==> src/rtl/pipe_hazard_ctrl.sv <==
// Stall/flush sequencer for the 5-stage pipeline: load-use, branch redirect, MDU wait, data-memory wait.
// Control outputs are combinational from the registered state and current inputs.
//
// state    | meaning
// RUN      | normal issue; hazards resolved in one cycle
// MEM_WAIT | data memory access outstanding, whole pipe held
// MDU_WAIT | multi-cycle mul/div in EX, front end held, bubbles into EX/MEM
// ERR      | memory timed out; pipe frozen until reset
module pipe_hazard_ctrl #(
  parameter int MEM_TIMEOUT = 255,
  parameter int TO_W        = 8,
  parameter int CNT_W       = 32
) (
  input  logic             clk,
  input  logic             rst_n,
  input  logic [4:0]       id_rs1_addr,
  input  logic [4:0]       id_rs2_addr,
  input  logic             id_rs1_used,
  input  logic             id_rs2_used,
  input  logic [4:0]       ex_rd_addr,
  input  logic             ex_reg_wen,
  input  logic             ex_is_load,
  input  logic             ex_branch_taken,
  input  logic             ex_mdu_start,
  input  logic             mdu_done,
  input  logic             mem_access,
  input  logic             mem_resp_valid,
  output logic             pc_stall,
  output logic             if_id_stall,
  output logic             if_id_flush,
  output logic             id_ex_stall,
  output logic             id_ex_flush,
  output logic             ex_mem_stall,
  output logic             ex_mem_bubble,
  output logic             mem_req,
  output logic             mem_timeout,
  output logic [1:0]       ctrl_state,
  output logic [CNT_W-1:0] stall_cycles
);

  typedef enum logic [1:0] {
    RUN      = 2'd0,
    MEM_WAIT = 2'd1,
    MDU_WAIT = 2'd2,
    ERR      = 2'd3
  } state_t;

  // Down-counter: cycles left in MEM_WAIT before the timeout fires at zero.
  localparam logic [TO_W-1:0] WAIT_LOAD = TO_W'(MEM_TIMEOUT - 1);

  state_t          state_q, state_d;
  logic [TO_W-1:0] wait_left_q, wait_left_d;
  logic            timeout_q;
  logic [CNT_W-1:0] stall_cnt_q;
  logic            load_use;

  assign load_use = ex_is_load && ex_reg_wen && (ex_rd_addr != 5'd0) &&
                    ((id_rs1_used && (id_rs1_addr == ex_rd_addr)) ||
                     (id_rs2_used && (id_rs2_addr == ex_rd_addr)));

  always_comb begin
    state_d       = state_q;
    wait_left_d   = wait_left_q;
    pc_stall      = 1'b0;
    if_id_stall   = 1'b0;
    if_id_flush   = 1'b0;
    id_ex_stall   = 1'b0;
    id_ex_flush   = 1'b0;
    ex_mem_stall  = 1'b0;
    ex_mem_bubble = 1'b0;
    mem_req       = 1'b0;
    if (rst_n) begin
      case (state_q)
        RUN: begin
          if (mem_access && !mem_resp_valid) begin
            mem_req      = 1'b1;
            pc_stall     = 1'b1;
            if_id_stall  = 1'b1;
            id_ex_stall  = 1'b1;
            ex_mem_stall = 1'b1;
            state_d      = MEM_WAIT;
            wait_left_d  = WAIT_LOAD;
          end else begin
            mem_req = mem_access;
            if (ex_mdu_start && !mdu_done) begin
              pc_stall      = 1'b1;
              if_id_stall   = 1'b1;
              id_ex_stall   = 1'b1;
              ex_mem_bubble = 1'b1;
              state_d       = MDU_WAIT;
            end else if (ex_branch_taken) begin
              if_id_flush = 1'b1;
              id_ex_flush = 1'b1;
            end else if (load_use) begin
              pc_stall    = 1'b1;
              if_id_stall = 1'b1;
              id_ex_flush = 1'b1;
            end
          end
        end
        MEM_WAIT: begin
          mem_req = 1'b1;
          if (mem_resp_valid) begin
            state_d     = RUN;
            wait_left_d = '0;
          end else begin
            pc_stall     = 1'b1;
            if_id_stall  = 1'b1;
            id_ex_stall  = 1'b1;
            ex_mem_stall = 1'b1;
            if (wait_left_q == '0) state_d = ERR;
            else wait_left_d = wait_left_q - 1'b1;
          end
        end
        MDU_WAIT: begin
          if (mdu_done) begin
            state_d = RUN;
          end else begin
            pc_stall      = 1'b1;
            if_id_stall   = 1'b1;
            id_ex_stall   = 1'b1;
            ex_mem_bubble = 1'b1;
          end
        end
        ERR: begin
          pc_stall     = 1'b1;
          if_id_stall  = 1'b1;
          id_ex_stall  = 1'b1;
          ex_mem_stall = 1'b1;
        end
        default: state_d = RUN;
      endcase
    end
  end

  always_ff @(posedge clk or negedge rst_n) begin
    if (!rst_n) begin
      state_q     <= RUN;
      wait_left_q <= '0;
      timeout_q   <= 1'b0;
      stall_cnt_q <= '0;
    end else begin
      state_q     <= state_d;
      wait_left_q <= wait_left_d;
      if (state_d == ERR) timeout_q <= 1'b1;
      if (pc_stall && (stall_cnt_q != {CNT_W{1'b1}}))
        stall_cnt_q <= stall_cnt_q + CNT_W'(1);
    end
  end

  assign mem_timeout  = timeout_q;
  assign ctrl_state   = state_q;
  assign stall_cycles = stall_cnt_q;

endmodule
==> config.mk <==
export PLATFORM = sky130hd
export DESIGN_NAME = pipe_hazard_ctrl
export DESIGN_NICKNAME = d
export VERILOG_FILES = /design/src/rtl/pipe_hazard_ctrl.sv
export SDC_FILE = /design/constraint.sdc
export NUM_CORES = 1
export LEC_CHECK = 0
export ABC_AREA = 1
export CAP_MARGIN = 10
export CORE_ASPECT_RATIO = 1.5
export CORE_MARGIN = 1
export CORE_UTILIZATION = 35
export CTS_CLUSTER_DIAMETER = 80
export DETAILED_ROUTE_END_ITERATION = 16
export DONT_BUFFER_PORTS = 1
export PLACE_DENSITY_LB_ADDON = 0.25
export SKIP_CTS_REPAIR_TIMING = 1
export SLEW_MARGIN = 20
export SYNTH_ARGS = -nofsm -noshare
export SYNTH_HDL_FRONTEND = slang
export SYNTH_SLANG_ARGS = --single-unit
==> constraint.sdc <==
create_clock -name clk -period 4 [get_ports clk]
set_clock_uncertainty 0.15 [all_clocks]
set_input_delay 0.6 -clock clk [delete_from_list [all_inputs] [get_ports clk]]
set_output_delay 0.6 -clock clk [all_outputs]
set_load 0.1 [all_outputs]
# Yosys cells after proc, flatten, opt, wreduce, memory -nomap -nowiden
# Cells that the tools add are included.
classes:
  addsub: 2
  n_eq_ne: 9
  mux: 42
  reduce_logical: 16
op_table:
  columns: ["cell", "n"]
  rows:
  - ["$add A32 B1 Y32 const B", 1]
  - ["$ne A32 B32 Y1 const B", 1]
  - ["$mux W1", 26]
  - ["$mux W8", 3]
  - ["$pmux W8 S2", 1]
  - ["$mux W2", 6]
  - ["$eq A5 B5 Y1", 2]
  - ["$logic_and A1 B1 Y1", 8]
  - ["$logic_not A8 Y1", 1]
  - ["$pmux W1 S4", 2]
  - ["$sub A8 B1 Y8 const B", 1]
  - ["$eq A2 B2 Y1 const B", 3]
  - ["$pmux W2 S3", 1]
  - ["$reduce_bool A5 Y1", 1]
  - ["$pmux W1 S2", 2]
  - ["$reduce_and A4 Y1", 1]
  - ["$ne A3 B3 Y1 const B", 1]
  - ["$pmux W1 S3", 1]
  - ["$eq A2 B1 Y1 const B", 1]
  - ["$logic_not A1 Y1", 2]
  - ["$logic_not A2 Y1", 1]
  - ["$ne A2 B2 Y1 const B", 1]
  - ["$reduce_bool A2 Y1", 1]
  - ["$logic_or A1 B1 Y1", 1]
totals:
  register_bits: 43
  elab_cells: 73

# Logic depth before layout (Yosys ltp)
# Gate-level depths: netlist of run 1.
logic_depth:
  ltp_word: 11
  ltp_mapped: 12
  mapped_depth_nobuf: 11

# Worst setup path after synthesis of run 1
# No wires, ideal clock.
synth_path:
  path_kind: "register to output"
  from: "register state_q[0], in the netlist ctrl_state[0]"
  to: "output id_ex_flush"
  arrival_time_ns: 2.828
  slack_ns: 0.422
  stages_incl_launch_ff: 7
  n_path_buf: 1
  cell_sequence: "dfrtp_1 > buf_4 > nor2_1 > nand3_1 > inv_1 > nand2_1 > a21oi_1"
synth_between:
  elab_chain_len: 3
synth_lines:
  columns: ["item", "line", "rtl"]
  rows:
  - ["start, declared", "51", "state_t state_q, state_d;"]
  - ["start signal, assigned", "143", "state_q <= state_d;"]
  - ["$logic_not A2 Y1", "73", "case (state_q)"]
  - ["$mux W1", "73", null]
  - ["$mux W1", "72", "if (rst_n) begin"]
  - ["end, declared", "32", "output logic id_ex_flush,"]
# Every way passes these cells.

# Final worst setup path of run 1
layout_path:
  from: "register state_q[0], in the netlist ctrl_state[0]"
  to: "output pc_stall"
layout_between:
  elab_chain_len: 3
  word_cells_on_any_way: 6
  classes_between: "eq/ne: 3; mux: 2; reduce/logical: 1"
layout_lines:
  columns: ["item", "line", "rtl"]
  rows:
  - ["$eq A2 B2 Y1, or another cell as far along", null, null]
  - ["$pmux W1 S4 *", null, null]
  - ["$mux W1 *", null, null]
  - ["end, declared", "28", "output logic pc_stall,"]
# Every way passes the cells marked *; elsewhere a longest branch is shown, timed or not.

==> results of run 1 <==
-- synthesized netlist by cell type (all sizes together) --
master  count
dfrtp      43
a22oi       4
nand3b     11
inv        55
o21ai       4
nand2     201
or2         5
a31oi       2
nand3      55
nand4       6
buf        11
nor3b       1
ha          2
xnor2       1
nor2       63
nor3       16
a31o        1
a21oi      10
xor2       14
and2        1
-- flip-flops by register name, indices dropped and copies added (netlist names) --
register / flops
mem_timeout: 1
stall_cycles: 32
ctrl_state: 2
wait_left_q: 8
-- where the power goes --
group / switching (mW) / total [mW] / internal [mW]
combinational: 0.637 / 0.818 / 0.182
clock: 0.173 / 0.401 / 0.228
sequential: 0.0508 / 0.549 / 0.498
total: 0.861 / 1.77 / 0.908
-- placed cells by master, fill, tap and decap left out --
| cell type | instances |
|---|---|
| nor3_1 | 15 |
| and2_1 | 1 |
| nor3_4 | 1 |
| o21ai_2 | 1 |
| nand4_1 | 6 |
| dfrtp_1 | 43 |
| a21oi_2 | 1 |
| nand2_4 | 2 |
| buf_4 | 41 |
| nand2_1 | 199 |
| ha_1 | 2 |
| nor2_2 | 3 |
| or2_1 | 1 |
| clkbuf_16 | 5 |
| nor2_1 | 59 |
| inv_2 | 2 |
| xor2_1 | 14 |
| nand3b_1 | 11 |
| buf_12 | 1 |
| inv_1 | 53 |
| nand3_1 | 54 |
| or2_2 | 4 |
| xnor2_1 | 1 |
| a31o_2 | 1 |
| buf_16 | 1 |
| o21ai_0 | 3 |
| a31oi_1 | 2 |
| a22oi_1 | 4 |
| clkinv_2 | 3 |
| nand3_2 | 1 |
| nor3b_1 | 1 |
| a21oi_1 | 9 |
| nor2_4 | 1 |
-- cells by family after synthesis --
family,share of synthesized area [%]
XOR/XNOR,4.12
adder cells (fa/ha/maj),0.784
buffers and inverters,9.02
AO/OA/AOI/OAI,3.92
AND/OR/NAND/NOR,48.4
flip-flops,33.7
-- layout make-up --
type / count / area [sq um]
inverter: 55 / 206
tap: 110 / 138
clock buffer: 5 / 125
sequential: 43 / 1080
fill: 964 / 5070
clock inverter: 3 / 15.0
timing repair buffer: 43 / 355
multi-input combinational: 397 / 1840
-- worst max path at each step --
| stage | start | end | cells after the start |
|---|---|---|---|
| after floorplan | ctrl_state[0] | id_ex_flush | 6 |
| after global routing | ctrl_state[0] | pc_stall | 6 |
| after CTS | ctrl_state[0] | pc_stall | 6 |
| after detailed placement | mem_resp_valid | pc_stall | 7 |
| after global placement | mem_resp_valid | pc_stall | 7 |
| final | ctrl_state[0] | pc_stall | 6 |
-- layer usage --
layer	up-vias	part of all wire, %	wire length [microns]
li1	1673	-	-
met1	1535	41	3680
met2	41	54	4850
met3	11	3.7	330
met4	0	1.6	146
met5	-	0	0
==> qor.yml, run 1 <==
outcome:
  status: "finished clean"
setup_path:
  required_ps: 3250
  worstPathArrival_ps: 2220
  crit_path_max_fanout: 19
  max_stage_delay_ps: 550
  start_kind: "flop"
  cp_cell_sequence: "inv_1, o21ai_2, o21ai_0, or2_1, nand2_4, buf_12"
  worstSetupEndpointType: "primary output"
  critPathKind: "flop to primary output"
  path_delay_family: "simple AND/OR/NAND/NOR gates"
  r2r-start: "stall_cycles[0]"
  r2r_setup_slack_ps: 1250
  crit_buf_inv: 2
  r2r.worst_path.cells: 12
  cpMaxStageDelayCell: "dfrtp_1"
  r2r-end: "stall_cycles[12]"
layout:
  final_core_util_pct: 42.6
  instances_no_fill: 656
  area_growth_pct: 17.8
  n_antenna_cell: 0
  layout.nets: 573
  design_area_sq_um: 3760
  drive_gt1_share_pct: 12.5
detailed_routing:
  drc: 0
  vias: 3260
  first_iter_violations: 140
  routed_wl_microns: 9010
  drt.antenna.violating_nets: 0
  first_pass_iters: 5
  routedWlPerCell_microns: 13.7
  via_per_inst: 4.97
yosys:
  synth-seq-cells: 43
  avgSynthCellArea_sq_um: 6.31
  synth_top_area_share_pct: 33.7
  ys_seq_area_share_pct: 33.7
  ys_warn_count: 0
  syn_inst: 506
  yosys.area.top_type: "dfrtp_1"
  synth_area_leaders: "dfrtp_1, nand2_1, nand3_1, nor2_1, inv_1"
  syn-cell-area_sq_um: 3190
  syn_nets: 534
  synthDistinctLibCells: 30
place:
  portBuffers: 0
  dp_cells: 647
  detailed_place_hpwl_microns: 6970
  dpl_worst_slack_ps: 1210
  place_area_sq_um: 3590
  globalplace.congestion: 0.867
timing:
  hold_viol: 0
  slew_headroom_pct: 39.4
  period_needed_ps: 2970
  tns_ps: 0
  fin_crit_sh_pct: 74.2
  setup_ws_ps: 1030
  max_freq_mhz: 337
  rsz0062_at_grt: "no"
  setup_violations: 0
  hold_ws_ps: 2.45
  tightest_slew_ps: 908
  drv_slew: 0
floorplanning:
  ioPinCount: 69
  core_area_sq_um: 8830
  die_y_microns: 119
  row_count: 42
  dieArea_sq_um: 9510
  start_util_pct: 36.1
  die_x_microns: 80.0
power_and_ir_drop:
  ir_drop_mv: 0.233
  cellPowerDensity_nw_per_um2: 471
  power.total_mw: 1.77
  p_leak_nw: 1.93
global_route:
  antenna_found_initial: 0
  grt.overflow.total: 0
  use_met3_pct: 4.37
  grt_pass1_wl_microns: 14900
  grt_util_met1_pct: 22.4
  grt_use_met2_pct: 36.4
  grt_pass1_vias: 3170
  grt_start_max_net_pins: 50
  grt_busiest_layer: "met2"
  grt_use_total_pct: 20.1
job:
  max-cap-violations: 0
clock_network:
  clock_latency_ps: 290
  cts_max_path_buffers: 2
  h-tree-depth: 2
  root_buffer: "clkbuf_16"
  cts.clk_slew.worst_paths_ps: 60
  clkSinkCount: 43
  cts_tree: "yes"
  cts_made_buffers: 5
hold_path:
  hold_path.class: "input pin to asynchronous set/reset pin"
Note: power is estimated with default switching activity, not from simulation.
==> inputs of run 2 (changes only) <==
==> constraint.sdc (replaced) <==
create_clock -name clk -period 2.5 [get_ports clk]
set_clock_uncertainty 0.15 [all_clocks]
set_input_delay 0.375 -clock clk [delete_from_list [all_inputs] [get_ports clk]]
set_output_delay 0.375 -clock clk [all_outputs]
set_load 0.1 [all_outputs]
==> qor.yml, run 2 (synthesized netlist as in run 1, its figures left out) <==
detailed_routing:
  drt.antenna.violating_nets: 0
  first_iter_violations: 169
  first_pass_iters: 6
  routedWlPerCell_microns: 13.9
  routed_wl_microns: 9250
  via_per_inst: 5.02
  vias: 3334
  drc: 0
hold_path:
  min_to: "wait_left_q[1]"
  worstHoldPathCells: 2
  hp-start: "mem_resp_valid"
  hold_path.class: "input pin to flop"
setup_path:
  worstSetupEndpointType: "primary output"
  crit_start: "ctrl_state[0]"
  r2r-end: "stall_cycles[17]"
  start_kind: "flop"
  r2r.worst_path.cells: 9
  critPathKind: "flop to primary output"
  crit_path_max_fanout: 11
  worstPathArrival_ps: 1800
  r2r_setup_slack_ps: 320
  r2r-start: "ctrl_state[0]"
  required_ps: 1980
layout:
  area_growth_pct: 21.3
  final_core_util_pct: 43.8
  final_cell_mix: "nand2_1, nor2_1, nand3_1, inv_1, buf_4"
  layout.nets: 581
  n_antenna_cell: 0
  largest_reg_flops: 32
  final_common_cell: "nand2_1"
  drive_gt1_share_pct: 14.1
  design_area_sq_um: 3870
  instances_no_fill: 664
place:
  portBuffers: 0
  detailed_place_hpwl_microns: 7030
  globalplace.congestion: 0.949
  dp_cells: 652
  place_area_sq_um: 3660
  dpl_worst_slack_ps: 323
clock_network:
  h-tree-depth: 2
  cts_tree: "yes"
  cts_made_buffers: 5
  root_buffer: "clkbuf_16"
  clkSinkCount: 43
  cts_max_path_buffers: 2
  clock_latency_ps: 290
  cts.clk_slew.worst_paths_ps: 60
power_and_ir_drop:
  p_leak_nw: 1.97
  cellPowerDensity_nw_per_um2: 771
  ir_drop_mv: 0.541
  power.total_mw: 2.98
floorplanning:
  dieArea_sq_um: 9510
  die_x_microns: 80.0
  die_y_microns: 119
  core_area_sq_um: 8830
  ioPinCount: 69
  row_count: 42
  start_util_pct: 36.1
global_route:
  grt_use_total_pct: 20.0
  antenna_found_initial: 0
  grt.overflow.total: 0
  grt_start_max_net_pins: 50
  grt_pass1_wl_microns: 14900
  grt_pass1_vias: 3190
timing:
  setup_ws_ps: 171
  drv_slew: 0
  hold_ws_ps: 117
  fin_crit_sh_pct: 93.2
  setup_violations: 0
  slew_headroom_pct: 39.3
  tightest_slew_ps: 910
  period_needed_ps: 2330
  rsz0062_at_grt: "no"
  hold_viol: 0
  tns_ps: 0
  max_freq_mhz: 429
outcome:
  status: "finished clean"
job:
  max-cap-violations: 0
run 2: layer usage:
metal / up-vias / GRT usage, % / wire length (microns)
met5: - / 0 / 0
met4: 0 / 9.26 / 376
met3: 27 / 3.98 / 430
met2: 97 / 37.2 / 4900
met1: 1527 / 20.9 / 3550
li1: 1683 / - / -
run 2: power by group:
part	total (mW)	switching, mW	leakage (nW)	internal [mW]
Combinational	1.37	1.02	1.35	0.348
Sequential	0.912	0.106	0.550	0.807
Clock	0.705	0.279	0.0772	0.426
Total	2.98	1.40	1.97	1.58
run 2: layout make-up:
| type | instances | area [sq um] |
|---|---|---|
| clock buffers | 8 | 156 |
| fillers | 946 | 4960 |
| inverters | 55 | 206 |
| multi-input cells | 397 | 1840 |
| flip-flops and latches | 43 | 1080 |
| well taps | 110 | 138 |
| repair buffers | 51 | 443 |
run 2: worst max-delay path by stage:
stage                  endpoint  slack (ps)
2_1_floorplan       id_ex_flush          -7
3_5_place_dp   stall_cycles[29]         320
4_1_cts             if_id_stall          70
5_1_grt             if_id_stall          70
3_3_place_gp   stall_cycles[29]         330
6_report            if_id_stall         170
run 2: worst max-delay path, stage by stage, from the launching register on:
cell,delay (ps)
dfrtp_4,490
inv_1,110
o21ai_2,150
o21ai_0,120
or2_1,270
nand2_4,160
buf_12,210
